===== src/rtl/char_pkg.sv =====
// Shared types and constants for the characterization stimulus generator.
// Pure declarations: no latency, no flow control.
package char_pkg;

  localparam int          CNT_W     = 16;
  localparam logic [31:0] LFSR_POLY = 32'h8020_0003;

  typedef enum logic [1:0] {
    MODE_TOGGLE = 2'd0,
    MODE_RAND   = 2'd1,
    MODE_WALK   = 2'd2,
    MODE_ZERO   = 2'd3
  } mode_e;

  typedef enum logic [1:0] {
    S_IDLE = 2'd0,
    S_SEND = 2'd1,
    S_GAP  = 2'd2,
    S_DONE = 2'd3
  } state_e;

  // Right-shifting Galois step: feedback applied when the bit shifted out is 1.
  function automatic logic [31:0] lfsr_next(input logic [31:0] q);
    return q[0] ? ((q >> 1) ^ LFSR_POLY) : (q >> 1);
  endfunction

endpackage


===== src/rtl/lfsr32.sv =====
// 32-bit Galois LFSR, seeded only by reset; steps once per cycle with advance.
// Latency: new value visible the cycle after advance; no backpressure.
module lfsr32
  import char_pkg::*;
#(
  parameter logic [31:0] SEED = 32'h0000_0001
) (
  input  logic        clk,
  input  logic        rst,
  input  logic        advance,
  output logic [31:0] q
);

  always_ff @(posedge clk or posedge rst) begin
    if (rst) begin
      q <= SEED;
    end else if (advance) begin
      q <= lfsr_next(q);
    end
  end

endmodule


===== src/rtl/flit_pattern_gen.sv =====
// Packetized operand-pair generator; first flit one cycle after the accepted start.
// Free-running: no backpressure, start is ignored unless idle, all outputs registered.
module flit_pattern_gen
  import char_pkg::*;
#(
  parameter int          N       = 26,
  parameter int          PAYLOAD = 20,
  parameter int          GAP     = 7,
  parameter int          PACKETS = 10,
  parameter logic [31:0] SEED_A  = 32'hACE1_0001,
  parameter logic [31:0] SEED_B  = 32'h1234_5679
) (
  input  logic             clk,
  input  logic             rst,
  input  logic             start,
  input  logic [1:0]       mode,
  output logic             busy,
  output logic             done,
  output logic             flit_valid,
  output logic [N-1:0]     input1,
  output logic [N-1:0]     input2,
  output logic [CNT_W-1:0] flit_count,
  output logic [CNT_W-1:0] packet_count
);

  localparam logic [CNT_W-1:0] LAST_FLIT = CNT_W'(PAYLOAD - 1);
  localparam logic [CNT_W-1:0] LAST_GAP  = CNT_W'(GAP - 1);
  localparam logic [CNT_W-1:0] LAST_PKT  = CNT_W'(PACKETS - 1);
  localparam logic [N-1:0]     ONES      = '1;
  localparam logic [N-1:0]     WALK_ONE  = N'(1);
  localparam logic [N-1:0]     WALK_TOP  = N'(64'd1 << (N - 1));

  state_e           state;
  mode_e            mode_q;
  logic [CNT_W-1:0] fidx;
  logic [CNT_W-1:0] gcnt;
  logic [CNT_W-1:0] pidx;
  logic [N-1:0]     walk;
  logic [N-1:0]     walk_nxt;
  logic [N-1:0]     op_a;
  logic [N-1:0]     op_b;
  logic [31:0]      qa;
  logic [31:0]      qb;
  logic             advance;

  // Both generators step together, once per emitted random flit.
  assign advance = (state == S_SEND) && (mode_q == MODE_RAND);

  lfsr32 #(.SEED(SEED_A)) u_lfsr_a (
    .clk     (clk),
    .rst     (rst),
    .advance (advance),
    .q       (qa)
  );

  lfsr32 #(.SEED(SEED_B)) u_lfsr_b (
    .clk     (clk),
    .rst     (rst),
    .advance (advance),
    .q       (qb)
  );

  assign walk_nxt = (walk == WALK_TOP) ? WALK_ONE : (walk << 1);

  always_comb begin
    op_a = '0;
    op_b = '0;
    case (mode_q)
      MODE_TOGGLE: begin
        case (fidx[1:0])
          2'd0:    op_b = ONES;
          2'd1: begin
            op_a = ONES;
            op_b = ONES;
          end
          2'd2:    op_a = ONES;
          default: ;
        endcase
      end
      MODE_RAND: begin
        op_a = qa[N-1:0];
        op_b = qb[N-1:0];
      end
      MODE_WALK: begin
        op_a = walk;
        op_b = ~walk;
      end
      default: ;
    endcase
  end

  always_ff @(posedge clk or posedge rst) begin
    if (rst) begin
      state        <= S_IDLE;
      mode_q       <= MODE_TOGGLE;
      fidx         <= '0;
      gcnt         <= '0;
      pidx         <= '0;
      walk         <= WALK_ONE;
      busy         <= 1'b0;
      done         <= 1'b0;
      flit_valid   <= 1'b0;
      input1       <= '0;
      input2       <= '0;
      flit_count   <= '0;
      packet_count <= '0;
    end else begin
      done       <= 1'b0;
      flit_valid <= 1'b0;
      case (state)
        S_IDLE: begin
          busy <= 1'b0;
          if (start) begin
            mode_q       <= mode_e'(mode);
            fidx         <= '0;
            gcnt         <= '0;
            pidx         <= '0;
            walk         <= WALK_ONE;
            flit_count   <= '0;
            packet_count <= '0;
            state        <= S_SEND;
          end
        end
        S_SEND: begin
          busy         <= 1'b1;
          flit_valid   <= 1'b1;
          input1       <= op_a;
          input2       <= op_b;
          flit_count   <= fidx;
          packet_count <= pidx;
          if (fidx == LAST_FLIT) begin
            // Pattern phase restarts with every packet.
            fidx <= '0;
            walk <= WALK_ONE;
            pidx <= pidx + 1'b1;
            if (pidx == LAST_PKT) begin
              state <= S_DONE;
            end else if (GAP != 0) begin
              gcnt  <= '0;
              state <= S_GAP;
            end else begin
              state <= S_SEND;
            end
          end else begin
            fidx <= fidx + 1'b1;
            walk <= walk_nxt;
          end
        end
        S_GAP: begin
          busy         <= 1'b1;
          packet_count <= pidx;
          if (gcnt == LAST_GAP) begin
            state <= S_SEND;
          end else begin
            gcnt <= gcnt + 1'b1;
          end
        end
        S_DONE: begin
          busy         <= 1'b0;
          done         <= 1'b1;
          packet_count <= pidx;
          state        <= S_IDLE;
        end
        default: state <= S_IDLE;
      endcase
    end
  end

endmodule

===== config.mk =====
export PLATFORM = sky130hd
export DESIGN_NAME = flit_pattern_gen
export DESIGN_NICKNAME = d
export VERILOG_FILES = /design/src/rtl/char_pkg.sv /design/src/rtl/lfsr32.sv /design/src/rtl/flit_pattern_gen.sv
export SDC_FILE = /design/constraint.sdc
export NUM_CORES = 1
export LEC_CHECK = 0
export CAP_MARGIN = 20
export CORE_ASPECT_RATIO = 1.5
export CORE_MARGIN = 2
export CORE_UTILIZATION = 42
export CTS_CLUSTER_DIAMETER = 30
export CTS_CLUSTER_SIZE = 20
export DETAILED_ROUTE_END_ITERATION = 10
export GPL_ROUTABILITY_DRIVEN = 0
export SLEW_MARGIN = 10
export SYNTH_ARGS = -nofsm -noshare
export SYNTH_HDL_FRONTEND = slang
export SYNTH_SLANG_ARGS = --single-unit

===== constraint.sdc =====
create_clock -name clk -period 9.09 [get_ports clk]
set_input_delay 0.909 -clock clk [delete_from_list [all_inputs] [get_ports clk]]
set_output_delay 0.909 -clock clk [all_outputs]
set_load 0.05 [all_outputs]

After elaboration in Yosys (flattened, before gate mapping)
Cells that the tools add are included.
- register bits after elaboration: 229
- output and inout bits: 87
- word-level logic and storage cells: 82
- $add $sub $neg: 3
- eq/ne operators: 16
- multiplexer cells: 29
- bitwise logic cells: 3
- reductions and logical operators: 16
- operator list (kind ; number):
    $pmux W26 S3 ; 2
    $mux W26 ; 5
    $pmux W16 S2 ; 4
    $mux W16 ; 6
    $mux W32 ; 2
    $pmux W26 S2 ; 1
    $add A16 B1 Y16 const B ; 3
    $pmux W16 S3 ; 1
    $eq A26 B26 Y1 const B ; 1
    $not A26 Y26 ; 1
    $eq A16 B3 Y1 const B ; 1
    $eq A16 B4 Y1 const B ; 1
    $eq A16 B5 Y1 const B ; 1
    $eq A2 B2 Y1 const B ; 4
    $ne A2 B2 Y1 const B ; 4
    $not A3 Y4 ; 2
    $pmux W2 S4 ; 1
    $reduce_or A2 Y1 ; 4
    $eq A2 B1 Y1 const B ; 3
    $logic_not A2 Y1 ; 3
    $mux W2 ; 3
    $reduce_and A3 Y1 ; 2
    $reduce_and A5 Y1 ; 1
    $reduce_and A2 Y1 ; 2
    other kinds (7) ; 9

Depth between registers and ports, before layout
Gate-level depths: netlist (run 1).
- word-level depth: 4
- depth in mapped cells: 10
- mapped depth without buffers: 7

Cells and area by module
From an unflattened synthesis (run 1), not the netlist that was laid out.
- cell total of the unflattened synthesis: 975
- area, all modules: 10487.6 sq um
- modules (own cells, without submodules) (module ; instances ; cells an instance ; area an instance (sq um) ; sequential area each (sq um)):
    flit_pattern_gen ; 1 ; 827 ; 7788.7 ; 4130.2
    lfsr32 at u_lfsr_b ; 1 ; 74 ; 1352.5 ; 818.3
    lfsr32 at u_lfsr_a ; 1 ; 74 ; 1346.3 ; 812.0

Worst setup path after synthesis (run 1)
Ideal clock, no wire load.
- path kind: in2reg
- start point: in start
- end point: reg walk[10]
- arrival time: 2484 ps
- setup slack: 6540 ps
- stages: 7
- path buffers: 2
- cells stage by stage: nor2b_1 > clkbuf_1 > nor2_1 > nand2_1 > a41oi_1 > clkbuf_1 > a22o_1
- cells in the longest elaborated chain, start to end: 2
- ends and longest elaborated chain (item ; line ; text):
    start, declared ; flit_pattern_gen.sv:15 ; input logic start,
    $ne A2 B2 Y1 (no line) ; n/a ;
    $reduce_and A2 Y1 (no line) ; n/a ;
    end signal, assigned ; flit_pattern_gen.sv:146 ; walk <= walk_nxt;
    end, declared ; flit_pattern_gen.sv:38 ; logic [N-1:0] walk;
Every way passes these cells.
A chain may end at the register's enable or synchronous reset.

Worst setup path in the final report (run 1)
- start point: reg state[1]
- end point: reg walk[16]
- cells in the longest elaborated chain, start to end: 3
- elaborated cells between the ends (all ways): 6
- those cells by class: eq/ne: 2; mux: 1; reduce/logical: 3
- ends and longest elaborated chain (item ; line ; text):
    start, declared ; flit_pattern_gen.sv:33 ; state_e state;
    start signal, assigned ; flit_pattern_gen.sv:94 ; state <= S_IDLE;
    start signal, assigned ; flit_pattern_gen.sv:121 ; state <= S_SEND;
    start signal, assigned ; flit_pattern_gen.sv:137 ; state <= S_DONE;
    $eq A2 B1 Y1 or $logic_not A2 Y1 (tied branches) ; flit_pattern_gen.sv:110 ; case (state)
    $reduce_bool A2 Y1 (no line) or $ne A2 B2 Y1 (tied branches) ; n/a ;
    $reduce_and A2 Y1 (no line) ; n/a ;
Several ways; a longest one is shown, not always the timed one.

==> results.yml, run 1 <==
status:
  outcome: "finished clean"
synth:
  synth_edf_count: 0
  synth_nets: 981
  yosysSeqAreaShare: 0.570
  ys_warn_count: 0
  synth_top_flop_cell: "dfrtp_1"
  netlist_area_mm2: 0.0101
  synthCells: 965
  syn_area_per_cell_um2: 10.5
  ys_ff_latch: 229
  ys_types: 47
  synth-async-reset-ratio: 1.00
placement:
  portBuffers: 91
  place_ws_ns: 5.62
  dpl.hpwl_um: 14700
timing:
  rsz0062_at_grt: "no"
  fmaxAchievable_mhz: 325
  hold_violations: 0
  setup_violations: 0
  fin_skew_ns: 0.0162
  fin_ws_ns: 6.01
  relSlewSlack: 0.243
  tns_ns: 0
  tightest_slew_ns: 1.14
  fin_crit_ns: 3.08
  fin_crit_sh: 0.339
  finalMaxSlewViolations: 0
route:
  firstDrtPassIters: 5
  vias: 7441
  vias_per_cell: 5.35
  ant_nets: 0
  wl_um: 23400
  drt_iter0_markers: 367
  drc: 0
  drt-wirelength-per-cell_um: 16.8
clock_tree:
  htreeDepth: 2
  tritoncts: "done"
  clkSlewWorstSetupHoldPaths_ns: 0.05
  clkLatencyLatePin_ns: 0.52
  clock_path_buffers: 3
  cts_resized: 0
  cts_root_buf: "clkbuf_16"
  postCtsSetupRepairBufs: 0
  clock-sinks: 229
  numCtsBuffers: 38
  postCtsHoldBufs: 0
floorplanning:
  rows: 69
  die_area_mm2: 0.0253
  io_pins: 92
  die_x_um: 131
  core_area_mm2: 0.0237
  start_util: 0.427
  die_y_um: 194
power:
  worst_ir_drop_vdd_mv: 0.424
  powerDensity_mw_per_mm2: 367
  leakage_nw: 5.45
job:
  drv_cap: 0
critical_path:
  worst_ep_arrival_time_ns: 3.52
  worstReg2RegStart: "state[1]"
  cp-start-kind: "flip-flop"
  worstPathRequired_ns: 9.54
  critical_path_peak_fanout: 35
  end_kind: "flip-flop"
  crit_type: "reg -> reg"
  crit_start: "state[1]"
global_routing:
  grt_pass1_wl_um: 38800
  grtUsageTotal: 0.189
  grt_max_degree: 94
  grt_pass1_vias: 7360
  grt-ovfl-total: 0
  antenna_found_initial: 0
cells_and_area:
  drive_above_1_share: 0.166
  nets: 1057
  diodes: 0
  nFillCells: 2159
  area_growth_pct: 25.3
min_path:
  hold_path_class: "reg -> reg"
  worstHoldStart: "flit_count[10]"
## cells in the final DEF (no fill, tap or decap), types with 5 or more instances in the layout
cell | Yosys | routed
xor2_1 | 6 | 6
clkbuf_16 | 0 | 38
o31ai_1 | 7 | 7
buf_4 | 0 | 11
bufinv_16 | 0 | 5
nor4_1 | 22 | 22
nand3_1 | 25 | 25
inv_6 | 0 | 6
inv_1 | 26 | 25
dfstp_2 | 24 | 24
clkbuf_1 | 58 | 5
ha_1 | 11 | 10
a22o_1 | 39 | 39
o21ai_0 | 57 | 57
a21oi_1 | 135 | 135
nand2_1 | 54 | 53
nand4_1 | 8 | 8
clkinvlp_4 | 0 | 8
o21ai_1 | 15 | 15
and3_1 | 7 | 7
mux2_2 | 62 | 62
nor2_1 | 114 | 114
and4_1 | 8 | 8
clkdlybuf4s50_1 | 0 | 91
dfrtp_1 | 205 | 205
xnor2_1 | 24 | 24
## through the flow
| stage | hold WS, ns | area (um^2) | instances | power [W] | utilization |
|---|---|---|---|---|---|
| finish | 0.475 | 12700 | 1390 | 0.00464 | 0.535 |
| global route | 0.506 | 12700 | 1390 | 0.00491 | 0.535 |
| CTS | 0.477 | 12600 | 1389 | 0.00469 | 0.534 |
| detailed placement | 0.466 | 11300 | 1319 | 0.00320 | 0.478 |
| global placement | 0.455 | 11300 | 1319 | 0.00319 | 0.478 |
| floorplan | 0.463 | 10100 | 965 | 0.00262 | - |
## routing by layer
layer / global-route usage / wire length [um]
met5: 0 / 0
met4: 0.0579 / 476
met3: 0.0361 / 1000
met2: 0.308 / 11600
met1: 0.255 / 10300
## synthesized netlist by cell type, types with 11 or more instances
cell      number  share of area
nand2_1       54          0.020
dfstp_2       24          0.062
inv_1         26         0.0097
a21oi_1      135          0.067
clkbuf_1      58          0.022
dfrtp_1      205           0.51
nand3_1       25          0.012
xnor2_1       24          0.021
o21ai_1       15         0.0074
mux2_2        62          0.069
nor2_1       114          0.042
o21ai_0       57          0.028
nor4_1        22          0.014
ha_1          11          0.014
a22o_1        39          0.034
## path summary, 6_finish.rpt
| kind | to | slack (ns) | cells after the start |
|---|---|---|---|
| worst max register to register | walk[16] | 6.01 | 8 |
| worst min register to register | flit_count[10] | 0.48 | 2 |
| min in group asynchronous | input2[2] | 0.89 | 2 |
| worst min-delay path | flit_count[10] | 0.48 | 2 |
| max in group asynchronous | flit_count[9] | 6.96 | 3 |
| worst max-delay path | walk[16] | 6.01 | 8 |
## power by group
group / switching (W) / internal (W) / leakage, nW
Sequential: 0.000148 / 0.00121 / 2.97
Clock: 0.000519 / 0.000950 / 0.620
Combinational: 0.00127 / 0.000548 / 1.86
Total: 0.00194 / 0.00270 / 5.45
## state kept, by name, indices dropped and copies added, names as in the netlist
register	cells
u_lfsr_a.q	32
u_lfsr_b.q	32
input1	26
input2	26
walk	26
fidx	16
flit_count	16
gcnt	16
packet_count	16
pidx	16
mode_q	2
state	2
busy	1
done	1
flit_valid	1
## final cells by class
class,count,area (um^2),share of cell area
tap,319,399,0.0315
clock inverter,24,313,0.0247
multi-input combinational,643,4040,0.320
inverter,26,105,0.00831
timing repair buffer,103,1020,0.0807
sequential,229,5760,0.455
clock buffer,46,1010,0.0799
## cells by family (layout without fill, tap and decap cells)
logic type                 after synthesis  in the layout  synth area share
AOI/OAI and AO/OA                      272            272             0.157
xor gates and xnor gates                30             30            0.0260
adders and majority gates               11             11            0.0136
buffers and inverters                   93            199            0.0348
DFF                                    229            229             0.570
muxes                                   64             64            0.0711
and+or+nand+nor                        266            266             0.127
## worst max-delay path: stages, from the launching register on
cell and delay (ns):
dfrtp_1 0.40, inv_1 0.13, ha_4 0.44, inv_1 0.22
nor2_1 0.15, buf_4 0.24, nand2_1 0.19, a41oi_2 0.94
a22o_1 0.28
Note: power is estimated with default switching activity, not from simulation.
==> run 2: changes to the inputs <==
- clock period: 9.09 -> 3 ns (I/O delays scaled with it)
==> run 2 against run 1 <==
- sequential share of layout area shrank 0.26 points
- combinational power grew to 3.1 times the previous value
- clock skew is 0.00094 ns lower
- final cell count increased by 1.0%
- die area stayed put
- via count grew 1.3%
- sequential power rose to 3.0 times the previous value
- utilization up 0.30 points
- fmax up 26%
- flip-flop and latch count unchanged
- non-clock buffer count is 17 higher
==> results.yml, run 2 (synthesis results as in run 1) <==
cells_and_area:
  layout_commonest_cell: "dfrtp_1"
  final_cell_mix: "205 x dfrtp_1, 135 x a21oi_1, 114 x nor2_1"
  fin_util: 0.538
  drive_above_1_share: 0.173
  reg_top3: "u_lfsr_a.q: 32 flops, u_lfsr_b.q: 32 flops"
  area_growth_pct: 26.0
  finalNonFillerCells: 1404
  fin_area_mm2: 0.0127
  diodes: 0
  multiInputGateArea_mm2: 0.00404
  seq_area_mm2: 0.00576
  nets: 1073
  nFillCells: 2165
global_routing:
  grt_pass1_vias: 7445
  grt_pass1_wl_um: 38800
  grt-ovfl-total: 0
  grtUsageTotal: 0.189
  grt_max_degree: 92
  antenna_found_initial: 0
critical_path:
  end_kind: "flip-flop"
  cp-start-kind: "flip-flop"
  critical_path_peak_fanout: 7
  worst_ep_arrival_time_ns: 2.85
  worstPathRequired_ns: 3.40
  crit_type: "reg -> reg"
  r2r_slack_ns: 0.55
clock_tree:
  clock_path_buffers: 3
  postCtsSetupRepairBufs: 0
  postCtsHoldBufs: 0
  cts_root_buf: "clkbuf_16"
  tritoncts: "done"
  clock-sinks: 229
  numCtsBuffers: 37
  cts_resized: 0
  htreeDepth: 2
  clkSlewWorstSetupHoldPaths_ns: 0.05
  clkLatencyLatePin_ns: 0.50
timing:
  tightest_slew_ns: 0.885
  hold_violations: 0
  fin_crit_ns: 2.45
  relSlewSlack: 0.410
  fin_skew_ns: 0.0152
  finalMaxSlewViolations: 0
  fin_crit_sh: 0.817
  fmaxAchievable_mhz: 408
  rsz0062_at_grt: "no"
  tns_ns: 0
  setup_violations: 0
floorplanning:
  start_util: 0.427
  rows: 69
  core_area_mm2: 0.0237
  die_x_um: 131
  die_area_mm2: 0.0253
  io_pins: 92
  die_y_um: 194
job:
  drv_cap: 0
placement:
  dp.cells: 1336
  portBuffers: 91
  dpl_cell_area_mm2: 0.0115
  dpl.hpwl_um: 16000
route:
  drt_iter0_markers: 408
  wl_um: 23500
  drt-wirelength-per-cell_um: 16.7
  drc: 0
  vias_per_cell: 5.37
  firstDrtPassIters: 5
  vias: 7541
  ant_nets: 0
power:
  leakage_nw: 5.50
  powerDensity_mw_per_mm2: 1100
  worst_ir_drop_vdd_mv: 0.572
  power_w: 0.0140
min_path:
  hold_path_class: "in -> async"
status:
  outcome: "finished clean"
run 2: path summary, 6_finish.rpt:
path	startpoint	endpoint	depth (start not counted)
setup / recovery	fidx[0]	gcnt[13]	6
min in group clk	flit_count[10]	flit_count[10]	2
hold / removal	rst	u_lfsr_a.q[30]	2
hold reg to reg	flit_count[10]	flit_count[10]	2
max in group asynchronous	rst	u_lfsr_a.q[16]	3
setup reg to reg	fidx[0]	gcnt[13]	6
run 2: through the flow:
stage                     setup slack [ns]  hold WS, ns
after floorplan                     -0.274        0.450
after global placement               0.611        0.455
after detailed placement             0.554        0.463
after CTS                            0.531        0.149
after global routing                 0.411        0.182
final                                0.550        0.152
run 2: report_power, final:
group	total [W]	switching (W)	internal [W]
clock network	0.00421	0.00146	0.00274
logic	0.00573	0.00393	0.00180
registers	0.00404	0.000386	0.00366
total	0.0140	0.00578	0.00820
run 2: layout make-up:
| cell class | instances | area share |
|---|---|---|
| multi-input combinational | 643 | 0.317 |
| sequential | 229 | 0.453 |
| inverter | 26 | 0.00796 |
| tap | 319 | 0.0314 |
| clock buffer | 48 | 0.0793 |
| timing repair buffer | 120 | 0.0926 |
| clock inverter | 19 | 0.0189 |
run 2: critical path: stages (launching register included):
cell     delay (ns)
dfrtp_1        0.43
ha_1           0.23
nor4b_2        0.28
a41oi_2        0.20
or4_1          0.58
or3_4          0.42
o31ai_2        0.22
run 2: per-layer routing:
layer  GRT usage  routed length, um  vias to the layer above
met4      0.0638                627                        0
met5           0                  0                        -
met3      0.0350                950                       47
li1            -                  -                     3621
met1       0.237              10100                     3701
met2       0.326              11800                      172
==> run 3: changes to the inputs <==
- clock period: 3 -> 2.5 ns (I/O delays scaled with it)
==> run 3 against run 2 <==
- setup slack worse by 0.40 ns
- die area is the same
- fmax up 4.4%
- sequential power is 20% higher
- worst hold slack got worse by 0.033 ns
- highest routed layer unchanged
==> results.yml, run 3 (synthesis results as in run 1) <==
cells_and_area:
  layout_commonest_cell: "dfrtp_1"
  diodes: 0
  area_growth_pct: 28.9
  drive_above_1_share: 0.202
  fin_area_mm2: 0.0130
  final_cell_mix: "205 x dfrtp_1, 135 x a21oi_1, 114 x nor2_1"
  nets: 1098
  seq_area_mm2: 0.00576
  multiInputGateArea_mm2: 0.00405
  reg_top3: "u_lfsr_a.q: 32 flops, u_lfsr_b.q: 32 flops"
  nFillCells: 2120
floorplanning:
  start_util: 0.427
  rows: 69
  io_pins: 92
  die_y_um: 194
  die_x_um: 131
  die_area_mm2: 0.0253
  core_area_mm2: 0.0237
placement:
  dpl.hpwl_um: 15900
  dpl_cell_area_mm2: 0.0116
  portBuffers: 91
  place_ws_ns: 0.150
clock_tree:
  clkSlewWorstSetupHoldPaths_ns: 0.05
  postCtsSetupRepairBufs: 0
  clock_path_buffers: 3
  clock-sinks: 229
  clkLatencyLatePin_ns: 0.52
  cts_root_buf: "clkbuf_16"
  tritoncts: "done"
  numCtsBuffers: 40
  htreeDepth: 2
route:
  wl_um: 23900
  drc: 0
  drt-wirelength-per-cell_um: 16.7
  ant_nets: 0
  drt_iter0_markers: 494
  firstDrtPassIters: 7
  vias_per_cell: 5.29
  vias: 7575
critical_path:
  cp-start-kind: "flip-flop"
  crit_family: "simple AND/OR/NAND/NOR gates"
  end_kind: "flip-flop"
  worst_ep_arrival_time_ns: 2.76
  crit_path_max_incr_delay_ns: 0.58
  worstPathRequired_ns: 2.92
  cp_num_buf_inv: 0
  cp_cell_sequence: "ha_1 > nor4b_2 > a41oi_2 > or4_1 > or3_4 > o31ai_2"
  critical_path_peak_fanout: 4
  crit_type: "reg -> reg"
  slowest_stage: "or4_1"
timing:
  setup_violations: 0
  rsz0062_at_grt: "no"
  hold_violations: 0
  fin_ws_ns: 0.154
  tightest_slew_ns: 0.821
  fin_crit_sh: 0.938
  fmaxAchievable_mhz: 426
  relSlewSlack: 0.453
  fin_crit_ns: 2.35
  fin_skew_ns: 0.0196
  finalMaxSlewViolations: 0
global_routing:
  globalRouteMet2Util: 0.331
  grt_busiest_layer: "met2"
  grt_pass1_vias: 7712
  grt_util_met1: 0.245
  antenna_found_initial: 0
  grtUsageTotal: 0.195
  grt_pass1_wl_um: 39800
  met3_usage: 0.0353
  grt-ovfl-total: 0
  grt_max_degree: 90
job:
  drv_cap: 0
power:
  worst_ir_drop_vdd_mv: 0.660
  power_w: 0.0173
  powerDensity_mw_per_mm2: 1330
  leakage_nw: 5.69
status:
  outcome: "finished clean"
min_path:
  hold_path_class: "in -> async"
run 3: cell count changes in the layout (fill, tap and decap cells not counted), moves of 2 or more:
cell,previous run,this run
clkbuf_16,38,42
clkinv_2,4,12
clkbuf_8,2,0
clkinv_4,1,4
inv_6,3,1
clkbuf_1,8,2
buf_4,25,48
run 3: final timing paths:
path,startpoint,endpoint,slack [ns],cells past startpoint
max in group asynchronous,rst,u_lfsr_b.q[9],1.64,3
hold / removal,rst,gcnt[3],0.12,2
setup / recovery,fidx[0],gcnt[9],0.15,6
setup reg to reg,fidx[0],gcnt[9],0.15,6
hold reg to reg,flit_count[10],flit_count[10],0.47,2
min in group clk,mode[1],mode_q[1],0.42,2
run 3: area by class of cell:
| class | count | area share |
|---|---|---|
| Clock inverter | 30 | 0.0251 |
| Tap cell | 319 | 0.0306 |
| Multi-Input combinational cell | 643 | 0.311 |
| Timing Repair Buffer | 142 | 0.102 |
| Inverter | 26 | 0.00778 |
| Clock buffer | 44 | 0.0813 |
| Sequential cell | 229 | 0.442 |
run 3: per-layer routing:
layer,share of wire,routed length [um],up-vias
met3,0.039,928,61
met2,0.51,12100,169
li1,-,-,3670
met1,0.42,10100,3675
met5,0,0,-
met4,0.031,741,0
run 3: through the flow:
stage               hold WS, ns  instances  utilization  setup TNS, ns
floorplan                 0.400        965            -        -148.50
global placement          0.454       1359        0.492              0
detailed placement        0.467       1359        0.492              0
CTS                       0.115       1433        0.550              0
global route              0.163       1433        0.551              0
finish                    0.119       1433        0.551              0
run 3: worst register-to-register path, delay by kind of cell (launching register included):
family	cells	cell delay [ns]
AO/OA/AOI/OAI	2	0.43
AND/OR/NAND/NOR	3	1.28
flip-flops	1	0.34
adder cells (fa/ha/maj)	1	0.19
run 3: power by group:
part | internal, W | total, W | switching (W)
Combinational | 0.00223 | 0.00695 | 0.00472
Sequential | 0.00439 | 0.00486 | 0.000466
Clock | 0.00360 | 0.00550 | 0.00190
run 3: repair_timing:
item                       in CTS  in global routing
hold buffers                    0                  0
setup endpoints to repair       0                  2
resized for setup               0                  2
